--- src/rtl/sram_ctrl_pkg.sv ---
// Shared definitions for the SRAM request controllers: FSM encoding, strobe constants
// and the data-width to byte-enable-width mapping.
package sram_ctrl_pkg;

  localparam logic [2:0] S_IDLE = 3'd0;
  localparam logic [2:0] S_RD   = 3'd1;
  localparam logic [2:0] S_CAPT = 3'd2;
  localparam logic [2:0] S_WR   = 3'd3;
  localparam logic [2:0] S_RESP = 3'd4;

  localparam int BE_W_DEF = 4;
  localparam logic [BE_W_DEF-1:0] BE_ALL = '1;

  function automatic int be_width(input int data_w);
    return data_w / 8;
  endfunction

endpackage

--- src/rtl/sram_byte_merge.sv ---
// Byte-lane merge: each lane takes the new byte where its strobe is set, else keeps the old byte.
module sram_byte_merge #(
  parameter int BE_W   = 4,
  parameter int DATA_W = 8 * BE_W
) (
  input  logic [DATA_W-1:0] old_word,
  input  logic [DATA_W-1:0] new_word,
  input  logic [BE_W-1:0]   be,
  output logic [DATA_W-1:0] merged
);

  always_comb begin
    merged = old_word;
    for (int i = 0; i < BE_W; i++) begin
      if (be[i]) merged[8*i +: 8] = new_word[8*i +: 8];
    end
  end

endmodule

--- src/rtl/sram_rmw_initiator.sv ---
// Single-outstanding initiator for the 512x32 SRAM wrapper; partial-byte writes
// are turned into read-modify-write sequences since the macro only has a word write enable.
//
// state | meaning
// IDLE  | ready for a request
// RD    | read strobe on the SRAM port
// CAPT  | SRAM data returning; capture it, merge for partial writes
// WR    | write strobe on the SRAM port
// RESP  | response held until rsp_ready
module sram_rmw_initiator
  import sram_ctrl_pkg::*;
#(
  parameter int ADDR_W = 9,
  parameter int DATA_W = 32,
  parameter int BE_W   = be_width(DATA_W),
  parameter int CNT_W  = 16
) (
  input  logic              clk,
  input  logic              reset,
  input  logic              req_valid,
  output logic              req_ready,
  input  logic [ADDR_W-1:0] req_addr,
  input  logic              req_we,
  input  logic [BE_W-1:0]   req_be,
  input  logic [DATA_W-1:0] req_wdata,
  output logic              rsp_valid,
  input  logic              rsp_ready,
  output logic [DATA_W-1:0] rsp_rdata,
  output logic              mem_en,
  output logic              mem_wen,
  output logic [ADDR_W-1:0] mem_addr,
  output logic [DATA_W-1:0] mem_wdata,
  input  logic [DATA_W-1:0] mem_rdata,
  output logic [CNT_W-1:0]  rmw_count
);

  logic [2:0]        state;
  logic [ADDR_W-1:0] q_addr;
  logic              q_we;
  logic [BE_W-1:0]   q_be;
  logic [DATA_W-1:0] q_wdata;
  logic [DATA_W-1:0] merged;
  logic              req_partial;
  logic              q_partial;

  assign req_ready   = (state == S_IDLE) && !reset;
  assign req_partial = req_we && (|req_be) && !(&req_be);
  assign q_partial   = q_we && (|q_be) && !(&q_be);

  sram_byte_merge #(.BE_W(BE_W), .DATA_W(DATA_W)) u_merge (
    .old_word (mem_rdata),
    .new_word (q_wdata),
    .be       (q_be),
    .merged   (merged)
  );

  // Strobes are registered from the transition into RD/WR so they appear the cycle after the decision.
  always_ff @(posedge clk) begin
    if (reset) begin
      state     <= S_IDLE;
      q_addr    <= '0;
      q_we      <= 1'b0;
      q_be      <= '0;
      q_wdata   <= '0;
      rsp_valid <= 1'b0;
      rsp_rdata <= '0;
      mem_en    <= 1'b0;
      mem_wen   <= 1'b0;
      mem_addr  <= '0;
      mem_wdata <= '0;
      rmw_count <= '0;
    end else begin
      case (state)
        S_IDLE: begin
          if (req_valid) begin
            q_addr  <= req_addr;
            q_we    <= req_we;
            q_be    <= req_be;
            q_wdata <= req_wdata;
            if (!req_we || req_partial) begin
              state    <= S_RD;
              mem_en   <= 1'b1;
              mem_wen  <= 1'b0;
              mem_addr <= req_addr;
            end else if (&req_be) begin
              state     <= S_WR;
              mem_en    <= 1'b1;
              mem_wen   <= 1'b1;
              mem_addr  <= req_addr;
              mem_wdata <= req_wdata;
              rsp_rdata <= '0;
            end else begin
              state     <= S_RESP;
              rsp_valid <= 1'b1;
              rsp_rdata <= '0;
            end
          end
        end
        S_RD: begin
          state   <= S_CAPT;
          mem_en  <= 1'b0;
          mem_wen <= 1'b0;
        end
        S_CAPT: begin
          rsp_rdata <= mem_rdata;
          if (q_we) begin
            state     <= S_WR;
            mem_en    <= 1'b1;
            mem_wen   <= 1'b1;
            mem_addr  <= q_addr;
            mem_wdata <= merged;
          end else begin
            state     <= S_RESP;
            rsp_valid <= 1'b1;
          end
        end
        S_WR: begin
          state     <= S_RESP;
          mem_en    <= 1'b0;
          mem_wen   <= 1'b0;
          rsp_valid <= 1'b1;
        end
        S_RESP: begin
          if (rsp_ready) begin
            state     <= S_IDLE;
            rsp_valid <= 1'b0;
            if (q_partial && !(&rmw_count)) rmw_count <= rmw_count + 1'b1;
          end
        end
        default: begin
          state   <= S_IDLE;
          mem_en  <= 1'b0;
          mem_wen <= 1'b0;
        end
      endcase
    end
  end

endmodule

--- config.mk ---
export PLATFORM = sky130hd
export DESIGN_NAME = sram_rmw_initiator
export DESIGN_NICKNAME = d
export VERILOG_FILES = /design/src/rtl/sram_ctrl_pkg.sv /design/src/rtl/sram_byte_merge.sv /design/src/rtl/sram_rmw_initiator.sv
export SDC_FILE = /design/constraint.sdc
export NUM_CORES = 1
export LEC_CHECK = 0
export CORE_UTILIZATION = 48
export CTS_BUF_LIST = sky130_fd_sc_hd__clkbuf_16
export CTS_CLUSTER_DIAMETER = 150
export DETAILED_ROUTE_END_ITERATION = 12
export PLACE_DENSITY = 0.9
export SLEW_MARGIN = 20
export SYNTH_ARGS = -nofsm -noshare
export SYNTH_HDL_FRONTEND = slang
export SYNTH_SLANG_ARGS = --single-unit
--- constraint.sdc ---
create_clock -name clk -period 2.45 [get_ports clk]
set_clock_uncertainty 0.15 [all_clocks]
set_input_delay 0.49 -clock clk [delete_from_list [all_inputs] [get_ports clk]]
set_output_delay 0.49 -clock clk [all_outputs]
set_load 0.01 [all_outputs]
Word level (Yosys, flattened, before mapping)
Cells that the tools add are included.
- bits of input ports: 82
- logic and storage cells: 91
- output and inout bits: 93
- register bits after elaboration: 141
- bitwise operators: 1
- reduce and logical (&&, ||, !) cells: 28
- add/subtract/negate cells: 1
- multiplexer cells: 37
- eq/ne operators: 12
- operator list (kind ; number):
    32-bit 2-to-1 mux ; 6
    32-bit one-hot mux with 2 select lines ; 2
    9-bit 2-to-1 mux ; 4
    8-bit 2-to-1 mux ; 4
    9-bit one-hot mux with 2 select lines ; 1
    16-bit by 1-bit adder with 16-bit output (second input constant) ; 1
    16-bit AND reduction ; 1
    4-bit AND reduction ; 4
    3-bit 2-to-1 mux ; 5
    3-bit one-hot mux with 5 select lines ; 1
    2-bit != test (second input constant) ; 6
    1-bit 2-to-1 mux ; 11
    4-bit OR reduction ; 2
    3-bit by 2-bit equality test with 1-bit output (second input constant) ; 2
    1-bit logical AND ; 6
    1-bit one-hot mux with 3 select lines ; 2
    3-bit AND reduction ; 2
    6-bit AND reduction ; 1
    1-bit zero test ; 5
    5-bit AND reduction ; 1
    1-bit one-hot mux with 4 select lines ; 1
    2-bit AND reduction ; 2
    4-bit nonzero test ; 1
    3-bit by 1-bit equality test with 1-bit output (second input constant) ; 1
    7 further kinds ; 7

Depth between registers and ports, before layout
- word-level depth: 7
- mapped depth: 8
- mapped depth without buffers: 5

Modules after synthesis
A second synthesis with hierarchy kept.
- cell total of the unflattened synthesis: 742
- area total of the unflattened synthesis: 6650.1 um2
- modules (own cells, without submodules) (module ; times used ; area each (um2) ; sequential area each (um2) ; cells an instance):
    sram_rmw_initiator ; 1 ; 6124.6 ; 2822.7 ; 706
    sram_byte_merge ; 1 ; 525.5 ; 0.0 ; 36

Worst setup path after synthesis
OpenSTA, ideal clock, no wires.
- kind: reg2reg
- start: reg q_be[2]
- end: reg rmw_count[14]
- arrival: 1.886 ns
- clock period less this slack: 2.159 ns
- stages on the path, launching flop included: 8
- path buffers: 3
- slack: 0.291 ns
- library setup time: 0.123 ns
- data required time: 2.177 ns
- path through: dfxtp_1 > clkbuf_4 > nor4_1 > or4_1 > buf_2 > buf_6 > nor4_4 > mux2_1
- cells in the longest elaborated chain, start to end: 5
- elaborated cells on any way between the ends: 7
- those cells by class: reduce/logical (7)
- RTL lines (element ; line ; source):
    from (decl) ; sram_rmw_initiator.sv:40 ; logic [BE_W-1:0] q_be;
    from (signal assigned) ; sram_rmw_initiator.sv:78 ; q_be <= req_be;
    4-bit OR reduction / 4-bit AND reduction (equally long branches) ; sram_rmw_initiator.sv:48 ; assign q_partial = q_we && (|q_be) && !(&q_be);
    1-bit logical AND / 1-bit zero test (equally long branches) ; sram_rmw_initiator.sv:48 ;
    1-bit logical AND * ; sram_rmw_initiator.sv:48 ;
    1-bit logical AND * ; sram_rmw_initiator.sv:127 ; if (q_partial && !(&rmw_count)) rmw_count <= rmw_count + 1'b1;
    3-bit AND reduction (no line) * ; -- ;
    to (signal assigned) ; sram_rmw_initiator.sv:127 ;
    to (decl) ; sram_rmw_initiator.sv:34 ; output logic [CNT_W-1:0] rmw_count
Every way passes the cells marked *; elsewhere a longest branch is shown, timed or not.
A chain may end at the register's enable or synchronous reset.

Final worst setup path
- start: reg q_be[0]
- end: reg rmw_count[8]
The elaborated chain is that of the path after synthesis.

==> impl_metrics.env <==
export IMPL_status="complete, no violations"
export IMPL_yosysSeqAreaShare_pct=45.1
export IMPL_min_path_cells=2
export IMPL_stdcell_count=1058
export IMPL_finalSetupViolCount=0
export IMPL_initial_core_util_pct=49.4
export IMPL_clockBufferDepth=2
export IMPL_layout_drive_gt1_share_pct=8.80
export IMPL_stdcell_area_sq_um=8830
export IMPL_drv_cap=0
export IMPL_final_common_cell="clkdlybuf4s50_1"
export IMPL_postCtsSetupBuffers=0
export IMPL_r2r_cells=5
export IMPL_mostFrequentLayoutCells="clkdlybuf4s50_1, dfxtp_1, nand2_1, a21oi_1, nor2_1"
export IMPL_worstMarginPinSlew_ns=0.528
export IMPL_cp_top_family="simple AND/OR/NAND/NOR gates"
export IMPL_multiInputGateArea_sq_um=3100
export IMPL_p_total_w=0.00557
export IMPL_grt_ovfl_total=0
export IMPL_drt_pass1_iterations=5
export IMPL_place_congestion=0.864
export IMPL_slew_headroom_pct=64.8
export IMPL_cts_tree="yes"
export IMPL_clk_latency_ns=0.42
export IMPL_maxSlewViolCount=0
export IMPL_synth_edf_count=0
export IMPL_cts_buffers=17
export IMPL_cp_data_arrival_time_ns=2.49
export IMPL_htreeDepth=4
export IMPL_power_per_cell_area_nw_per_um2=631
export IMPL_crit_fanout=8
export IMPL_max_freq_mhz=428
export IMPL_antenna_found_initial=0
export IMPL_final_min_clock_period_ns=2.34
export IMPL_drt_total_wl_mm=18.9
export IMPL_final_nets=960
export IMPL_timing_hold_ws_ns=0.303
export IMPL_syn_num_nets=798
export IMPL_worst_path_largest_cell_delay_ns=0.54
export IMPL_area_delta_synth_final_pct=41.2
export IMPL_syn_area_per_cell_sq_um=8.75
export IMPL_synth_cells=715
export IMPL_cpMaxStageDelayCell="or4_1"
export IMPL_grt_pass1_wl_mm=29.8
export IMPL_ctsHoldBuffers=0
export IMPL_die_w_um=116
export IMPL_path_cells="and4_1, or4_1, buf_4, nor4_1, mux2_1"
export IMPL_timing_rr_start="q_be[0]"
export IMPL_reg2reg_to="rmw_count[8]"
export IMPL_regArea_sq_um=2820
export IMPL_vias=6157
export IMPL_rows=41
export IMPL_die_area_sq_um=13500
export IMPL_root_buffer="clkbuf_16"
export IMPL_hold_start="q_wdata[10]"
export IMPL_diodes=0
export IMPL_hold_viol_final=0
export IMPL_wl_per_cell_um=17.9
export IMPL_clock_sinks=141
export IMPL_finalCritPeriodShare_pct=95.4
export IMPL_rsz0062_at_grt="false"
export IMPL_placed_area_sq_um=8330
export IMPL_synth_flop_cell="dfxtp_1"
export IMPL_ir_drop_mv=0.489
export IMPL_grtUsageTotal_pct=28.8
export IMPL_dpl_hpwl_mm=12.2
export IMPL_yosysUniqueCellTypes=51
export IMPL_routed_via_density=5.82
export IMPL_fill_cells=951
export IMPL_grt_max_degree=117
export IMPL_p_leak_nw=3.05
export IMPL_die_h_um=116
export IMPL_holdPathEnd="q_wdata[10]"
export IMPL_cp_buffers_inverters=1
export IMPL_placedCellCount=1030
export IMPL_clk_pin_slew_ns=0.06
export IMPL_r2r_setup_slack_ns=0.11
export IMPL_synthArstFlopShare_pct=0
export IMPL_grt_pass1_vias=6024
export IMPL_end_kind="flip-flop"
export IMPL_criticalPathCategory="reg -> reg"
export IMPL_hold_path_class="reg -> reg"
export IMPL_ys_ff_latch=141
export IMPL_drtIter0Drc=687
export IMPL_synth_area_sq_um=6250
export IMPL_port_buffers=174
export IMPL_drcViolationCount=0
export IMPL_cp_data_required_time_ns=2.60
export IMPL_pin_count=175
export IMPL_core_area_sq_um=12700
export IMPL_ys_warn_count=0
export IMPL_ant_nets=0
export IMPL_worst_setup_path_start_kind="flip-flop"
## synth_stat cells, types with 2 or more instances
cell	instances	area [sq um]
a211oi_1	9	67.6
and4_1	4	35.0
clkbuf_1	54	203
mux2_1	5	56.3
a2111o_1	32	360
a21oi_1	99	495
inv_1	15	56.3
buf_1	3	11.3
a21o_1	2	15.0
nand4_1	7	43.8
buf_4	3	22.5
nor2_1	43	161
dfxtp_1	141	2820
o31a_1	2	17.5
nand2b_1	2	12.5
nor2b_1	6	37.5
and3_1	2	12.5
o31ai_1	6	45.0
o21ai_0	36	180
nor4_2	2	25.0
or4_1	9	67.6
nand2_1	112	420
nor4_1	5	31.3
nand3_1	6	30.0
buf_2	6	30.0
a32o_1	32	320
o21ai_1	4	20.0
nor4_4	2	42.5
nor3_1	3	15.0
buf_6	2	22.5
mux2i_1	41	410
## registers in the layout, indices dropped and copies added, names as in the netlist, 3 cells and up
signal     flops
q_addr         9
q_be           4
rmw_count     16
rsp_rdata     32
mem_addr       9
q_wdata       32
state          3
mem_wdata     32
## logic make-up after synthesis
logic type	share of synthesized area, %
simple gates	16.1
fa+ha+maj	0.200
mux	7.46
buf+inv	5.70
flops	45.1
compound gates	25.4
## final cells by class
cell class	instances	share of cell area (%)
clock buffer	17	4.82
timing repair buffer	212	24.0
inverter	16	0.680
multi-input combinational	489	35.1
sequential	141	32.0
clock inverter	11	0.935
tap	172	2.44
## how the worst max path moves through the flow
stage                          to  cells after the start  startpoint  slack (ns)
floorplan           rmw_count[14]                      7     q_be[2]        0.29
global placement    rmw_count[14]                      6   rsp_ready       -0.14
detailed placement  rmw_count[10]                      6   rsp_ready       -0.26
CTS                  rmw_count[8]                      5     q_be[0]        0.14
global route         rmw_count[8]                      5     q_be[0]        0.04
finish               rmw_count[8]                      5     q_be[0]        0.11
## metrics by stage
step / utilization [%] / TNS, ns / worst slack, ns
after floorplan: - / 0 / 0.291
after global placement: 65.7 / -4.58 / -0.139
after detailed placement: 65.7 / -7.96 / -0.255
after CTS: 69.7 / 0 / 0.137
after global routing: 69.7 / 0 / 0.0428
final: 69.7 / 0 / 0.113
## routing by layer
layer	track usage [%]	vias up	routed length [um]	part of all wire, %
met5	0	-	0	0
met4	14.7	0	643	3.4
met3	8.87	57	1490	7.9
met2	47.5	265	9120	48
met1	34.0	2897	7640	40
li1	-	2938	-	-
## worst reg2reg max path, delay by kind of cell, from the launching register on
| family | cells | cell delay [ns] |
|---|---|---|
| buffers and inverters | 1 | 0.19 |
| multiplexers | 1 | 0.36 |
| flip-flops | 1 | 0.38 |
| AND/OR/NAND/NOR | 3 | 1.15 |
## power by group
group | total (W) | internal [W] | leakage (nW) | switching (W)
Sequential | 0.00246 | 0.00240 | 1.15 | 0.0000613
Combinational | 0.000843 | 0.000401 | 1.65 | 0.000442
Clock | 0.00227 | 0.00135 | 0.246 | 0.000923
## what timing repair did
| item | in CTS | in global routing |
|---|---|---|
| hold endpoints to repair | 0 | 0 |
| setup endpoints to repair | 1 | 0 |
| resized for setup | 1 | 0 |
Note: power is estimated with default switching activity, not from simulation.
